--- config.mk ---
export PLATFORM = sky130hd
export DESIGN_NAME = msg_sched_param
export DESIGN_NICKNAME = d
export VERILOG_FILES = /design/src/rtl/sha2_pkg.sv /design/src/rtl/sha2_msg_expand.sv /design/src/rtl/msg_sched_param.sv
export SDC_FILE = /design/constraint.sdc
export NUM_CORES = 1
export LEC_CHECK = 0
export CORE_MARGIN = 2
export CORE_UTILIZATION = 53
export DETAILED_ROUTE_END_ITERATION = 8
export PLACE_DENSITY = 0.82
export SYNTH_ARGS = -nofsm -noshare
export SYNTH_HDL_FRONTEND = slang
export SYNTH_SLANG_ARGS = --single-unit
--- constraint.sdc ---
create_clock -name clk -period 4.76 [get_ports clk]
set_input_delay 1.428 -clock clk [delete_from_list [all_inputs] [get_ports clk]]
set_output_delay 1.428 -clock clk [all_outputs]
set_load 0.02 [all_outputs]
--- src/rtl/sha2_pkg.sv ---
// Shared SHA-2 definitions: scheduler state encoding, sigma rotate/shift amounts
// and the small-sigma functions for both the 32-bit and 64-bit word widths.
package sha2_pkg;

  typedef enum logic {IDLE = 1'b0, RUN = 1'b1} sched_state_t;

  localparam int S256_S0_R0 = 7;
  localparam int S256_S0_R1 = 18;
  localparam int S256_S0_SH = 3;
  localparam int S256_S1_R0 = 17;
  localparam int S256_S1_R1 = 19;
  localparam int S256_S1_SH = 10;

  localparam int S512_S0_R0 = 1;
  localparam int S512_S0_R1 = 8;
  localparam int S512_S0_SH = 7;
  localparam int S512_S1_R0 = 19;
  localparam int S512_S1_R1 = 61;
  localparam int S512_S1_SH = 6;

  function automatic logic [31:0] rotr32(input logic [31:0] x, input int n);
    return (x >> n) | (x << (32 - n));
  endfunction

  function automatic logic [63:0] rotr64(input logic [63:0] x, input int n);
    return (x >> n) | (x << (64 - n));
  endfunction

  // 32-bit results come back zero-extended in the low half of a 64-bit value
  function automatic logic [63:0] sig0(input logic [63:0] x, input int word_w);
    logic [63:0] r;
    if (word_w == 32)
      r = {32'h0, rotr32(x[31:0], S256_S0_R0) ^ rotr32(x[31:0], S256_S0_R1)
                  ^ (x[31:0] >> S256_S0_SH)};
    else
      r = rotr64(x, S512_S0_R0) ^ rotr64(x, S512_S0_R1) ^ (x >> S512_S0_SH);
    return r;
  endfunction

  function automatic logic [63:0] sig1(input logic [63:0] x, input int word_w);
    logic [63:0] r;
    if (word_w == 32)
      r = {32'h0, rotr32(x[31:0], S256_S1_R0) ^ rotr32(x[31:0], S256_S1_R1)
                  ^ (x[31:0] >> S256_S1_SH)};
    else
      r = rotr64(x, S512_S1_R0) ^ rotr64(x, S512_S1_R1) ^ (x >> S512_S1_SH);
    return r;
  endfunction

endpackage

--- src/rtl/sha2_msg_expand.sv ---
// Combinational SHA-2 schedule recurrence: next word from the four taps of the
// 16-word window, modulo 2^WORD_W.
module sha2_msg_expand
  import sha2_pkg::*;
#(
  parameter int WORD_W = 32
) (
  input  logic [WORD_W-1:0] w0,
  input  logic [WORD_W-1:0] w1,
  input  logic [WORD_W-1:0] w9,
  input  logic [WORD_W-1:0] w14,
  output logic [WORD_W-1:0] nxt
);

  always_comb begin
    nxt = WORD_W'(sig1(64'(w14), WORD_W)) + w9 + WORD_W'(sig0(64'(w1), WORD_W)) + w0;
  end

endmodule

--- src/rtl/msg_sched_param.sv ---
// Parametrised SHA-2 message scheduler: expands a 16-word block into ROUNDS
// schedule words with valid/ready on both sides, abort and gapless block reload.
module msg_sched_param
  import sha2_pkg::*;
#(
  parameter int WORD_W = 32,
  parameter int ROUNDS = 64,
  parameter int IDX_W  = $clog2(ROUNDS)
) (
  input  logic                 clk,
  input  logic                 rst,
  input  logic                 blk_valid,
  output logic                 blk_ready,
  input  logic [16*WORD_W-1:0] block,
  input  logic                 blk_final,
  input  logic                 abort,
  output logic [WORD_W-1:0]    w,
  output logic [IDX_W-1:0]     w_idx,
  output logic                 w_valid,
  input  logic                 w_ready,
  output logic                 w_last,
  output logic                 msg_final
);

  generate
    if (!(WORD_W == 32 || WORD_W == 64)) begin : g_bad_word_w
      $error("msg_sched_param: WORD_W must be 32 or 64");
    end
    if (ROUNDS <= 16) begin : g_bad_rounds
      $error("msg_sched_param: ROUNDS must be greater than 16");
    end
  endgenerate

  sched_state_t      state;
  logic [WORD_W-1:0] win [16];
  logic [IDX_W-1:0]  t;
  logic              fin;
  logic [WORD_W-1:0] nxt;
  logic              load;
  logic              xfer;

  sha2_msg_expand #(.WORD_W(WORD_W)) u_expand (
    .w0  (win[0]),
    .w1  (win[1]),
    .w9  (win[9]),
    .w14 (win[14]),
    .nxt (nxt)
  );

  assign w         = win[0];
  assign w_idx     = t;
  assign w_valid   = (state == RUN);
  assign w_last    = w_valid && (t == IDX_W'(ROUNDS - 1));
  assign msg_final = fin;
  // the final transfer frees the window, so a waiting block can load on that same edge
  assign blk_ready = (state == IDLE) || (w_valid && w_ready && w_last);
  assign load      = blk_valid && blk_ready && !abort;
  assign xfer      = w_valid && w_ready && !abort;

  always_ff @(posedge clk or negedge rst) begin
    if (!rst) begin
      state <= IDLE;
      t     <= '0;
      fin   <= 1'b0;
      for (int i = 0; i < 16; i++) win[i] <= '0;
    end else if (abort) begin
      state <= IDLE;
      t     <= '0;
    end else if (load) begin
      state <= RUN;
      t     <= '0;
      fin   <= blk_final;
      for (int i = 0; i < 16; i++) win[i] <= block[(16-i)*WORD_W-1 -: WORD_W];
    end else if (xfer) begin
      if (w_last) begin
        state <= IDLE;
        t     <= '0;
      end else begin
        t <= t + IDX_W'(1);
        for (int i = 0; i < 15; i++) win[i] <= win[i+1];
        win[15] <= nxt;
      end
    end
  end

endmodule
==> summary by stage <==
Power and ir drop
Per report_power, the combinational group accounts for 56.2% of the total. Of the total power, the clock network draws 18.3%. In this run switching power makes up 44.2% of total power.

Summed over all cells, the static leakage comes to 16.0 nW. The share of total power dissipated in sequential elements is 25.5%. The cell area power density is 697 nW/µm². The cell internal power dissipation is 14.0 mW.

Across the VDD grid, the largest voltage drop is 0.698 mV. The switching power total is 11.1 mW.

Die
The floorplan step defined a die boundary enclosing 54600 µm². The width of the die is 234 µm. Row generation in the floorplan step produced 84 rows.

In this run the vertical extent of the chip is 234 µm. The number of ports placed on the die boundary is 560. The core region is 52300 µm². Once the floorplan was initialized, standard cells occupied 53.4% of the core.

Layout
The final instance count without filler cells is 4563. The fraction of layout cells with a size suffix above 1 is 5.21%. In the layout the commonest cells are nand2_1, clkdlybuf4s50_1, nor2_1, dfrtp_1, a31oi_1. Leaving out fill and tap cells, the most frequent cell in the layout is nand2_1. The final layout net count is 4426. The sequential cells in the finished layout cover a total of 13000 µm². The layout has 4214 filler cells. The area occupied by multi-input gates is 13100 µm². The signed area change from the synthesized netlist to the final layout is 28.7%.

Clock network
The CTS buffer count is 54. The clock latency of the later-clocked register in the worst-skew pair is 0.64 ns. The clock transition at the registers of the reported paths is 0.07 ns.

The post-CTS setup-driven buffer insertion count is 0. The TritonCTS sink count is 520. The H-tree was split into 2 levels. TritonCTS built the clock tree. The worst-case clock buffer depth is 3.

The clock tree root driver cell is clkbuf_16. In this run, post-CTS hold repair placed 0 buffers. Once the clock tree was built, the resizer swapped 0 gates to a different size.

Drt
After detailed routing, the number of remaining DRC violations is 0. The post-detailed-route via-to-cell ratio is 5.81. For this block, the routed nets add up to 102 mm of wire.

The detailed router's first-iteration violation count is 3114. The count of TritonRoute iterations in the first routing pass is 8. Dividing the detail-routed wire length by the instance count gives 22.4 µm. For this block, the via count after detailed routing is 26500.

The remaining antenna violation count is 0.

Outcome
The flow ran to the end, and the final reports show no timing, DRC or antenna violations.

Critical path
The worst register-to-register path has a setup slack of 0.20 ns. The cell with the largest stage delay on the worst path is fa_1. The data arrival time of the worst path is 5.12 ns. The data required time at the worst endpoint is 5.32 ns. The buffering stage count on the worst path with inverters included is 1.

Tracing the worst setup path back leads to its startpoint at win[455]. STA classifies the critical path endpoint as a flip-flop. Traced cell by cell, the critical path runs through xor2_1, xnor2_1, fa_1, inv_1, fa_1, ha_1, fa_1, a21oi_1, o22ai_1, o41a_1, o211ai_2, o21bai_1, a31oi_1, mux2_2, o21ai_0. STA classifies the critical path startpoint as a flip-flop.

The dominant delay contributor by cell family on the critical path is compound AO/OA/AOI/OAI gates. For this run, the slowest stage of the critical path takes 0.47 ns. The critical path class is reg -> reg. The critical path crosses 15 cells after its start point. In this design, the critical path's most frequently occurring cell is fa_1.

Along the worst path, the maximum fanout reaches 5. The critical register-to-register path startpoint is win[455]. The path depth of the worst reg2reg path is 15.

Placement
Input and output buffers added on the ports amount to 559. After detailed placement, the design holds a cell count of 4446. Prior to clock tree synthesis, the placed netlist has a worst setup slack of 0.229 ns.

After legalization and detailed placement, the total HPWL measured 77.5 mm. The congestion estimate from routability-driven global placement came to 0.984.

Global routing
The first global-routing pass estimated 150 mm of wire. Entering global routing, the biggest net connects 196 pins. Global routing used 37.1% of the available tracks. The number of antenna violations at the first check in global routing is 21.

The global-route congestion overflow total is 0. The number of global-route vias before repair is 24900.

STA
The worst relative slew slack is 37.8%. Setup violations remaining at the end of the flow were counted as 0. The number of hold violations in the final report is 0.

Setup repair after global routing left no endpoint under its margin. Between clock sinks in the finished design, the worst skew comes to 0.0428 ns. Adding up every negative setup slack in the final design gives 0 ns. The post-route fraction of the period consumed by the critical path is 95.8%. The final max-slew violation count came to 0. Static timing analysis puts the maximum clock frequency at 0.219 GHz. After layout, the minimum clock period comes to 4.56 ns. Across all setup checks in the final design, the least slack found is 0.201 ns. At the pin with the least slew margin, the transition time is 0.930 ns.

Run
The number of violations of the max-capacitance limit is 0.

Yosys
Synthesis handed over a netlist of 3427 instances. The largest total area in the synthesized netlist belongs to dfrtp_1. The count of flip-flops with a built-in enable after synthesis is 0. Counting distinct cell types in the post-synthesis netlist gives 61. The fraction of the yosys area taken by sequential cells is 46.6%. A synthesized cell averages 8.15 µm². The post-synthesis async set-or-reset flop share is 100%. The synthesized area is 27900 µm². In the synthesized netlist the dominant register cell turns out to be dfrtp_1. The fraction of post-synthesis cell area in the top cell type by area is 46.6%.

The Yosys warning count is 0. The post-synthesis net count is 4039. The synthesis-stage register bit count is 520. Ranked by total cell area, the synthesized netlist is headed by dfrtp_1, nand2_1, a31oi_1.

Hold path
The startpoint of the worst hold path is msg_final. The worst hold path was traced through 2 stages. The worst hold path belongs to the class reg -> reg.
-- cell families after synthesis --
family	Yosys count	share of synthesized area (%)
xor+xnor	143	4.48
mux	5	0.188
flops	520	46.6
fa+ha+maj	94	5.87
simple gates	1597	21.9
compound gates	626	14.3
buf+inv	442	6.77
-- metal layers --
metal | vias to the layer above | part of all wire (%) | global-route usage, %
met5 | - | 0.074 | 0
met4 | 12 | 4.2 | 16.1
met3 | 233 | 8.9 | 6.70
met2 | 1432 | 46 | 57.2
met1 | 12800 | 41 | 51.5
li1 | 12000 | - | -
-- synth_stat cells (4+ instances only) --
master	n
a31oi_1	495
nand4_1	6
xnor2_1	117
dfrtp_1	520
and3_1	6
a211oi_1	6
ha_1	32
a21oi_1	44
nor2_1	533
nand2_1	1014
a21o_1	15
nand3_1	10
fa_1	62
inv_1	128
a21o_2	6
nor3_1	6
o21ai_0	27
nand2b_1	4
buf_2	60
clkbuf_1	215
buf_4	33
xor2_1	26
-- area by class of cell --
| cell class | instances | area share [%] |
|---|---|---|
| repair buffers | 645 | 18.3 |
| multi-input cells | 2465 | 36.3 |
| clock inverters | 24 | 0.964 |
| well taps | 688 | 2.39 |
| clock buffers | 75 | 4.37 |
| flip-flops and latches | 520 | 36.2 |
| inverters | 128 | 1.34 |
| diodes | 18 | 0.125 |
-- worst register-to-register path, delay by kind of cell, from the launching register on --
kind | cells | cell delay, ns
buffers and inverters | 1 | 0.09
AOI/OAI and AO/OA | 7 | 1.63
muxes | 1 | 0.35
DFF | 1 | 0.46
xor gates and xnor gates | 2 | 0.40
adders and majority gates | 4 | 1.57
-- path summary, 6_finish.rpt --
kind / to
max: win[21]
min: msg_final
max reg2reg: win[21]
min reg2reg: msg_final
max in group asynchronous: win[435]
min in group asynchronous: win[106]
-- stage by stage --
| step | total power, mW | hold slack, ns | area (µm²) | utilization (%) |
|---|---|---|---|---|
| floorplan | 16.0 | 0.472 | 27900 | - |
| global placement | 20.1 | 0.465 | 34000 | 65.0 |
| detailed placement | 20.3 | 0.468 | 34000 | 65.0 |
| CTS | 24.9 | 0.487 | 35900 | 68.6 |
| global route | 26.6 | 0.507 | 36000 | 68.7 |
| finish | 25.1 | 0.490 | 36000 | 68.7 |
-- sequential cells by signal, indices dropped and copies added (netlist names) --
| name | flops |
|---|---|
| win | 480 |
| w_valid | 1 |
| w | 32 |
| w_idx | 6 |
| msg_final | 1 |
-- power groups by stage --
stage / Clock (mW) / Sequential [mW] / Combinational (mW)
2_1_floorplan: 0 / 5.91 / 10.1
6_report: 4.59 / 6.40 / 14.1
3_3_place_gp: 0 / 6.38 / 13.7
3_5_place_dp: 0 / 6.41 / 13.8
5_1_grt: 4.78 / 6.48 / 15.4
4_1_cts: 4.60 / 6.35 / 13.9
(Power assumes the default switching activity.)
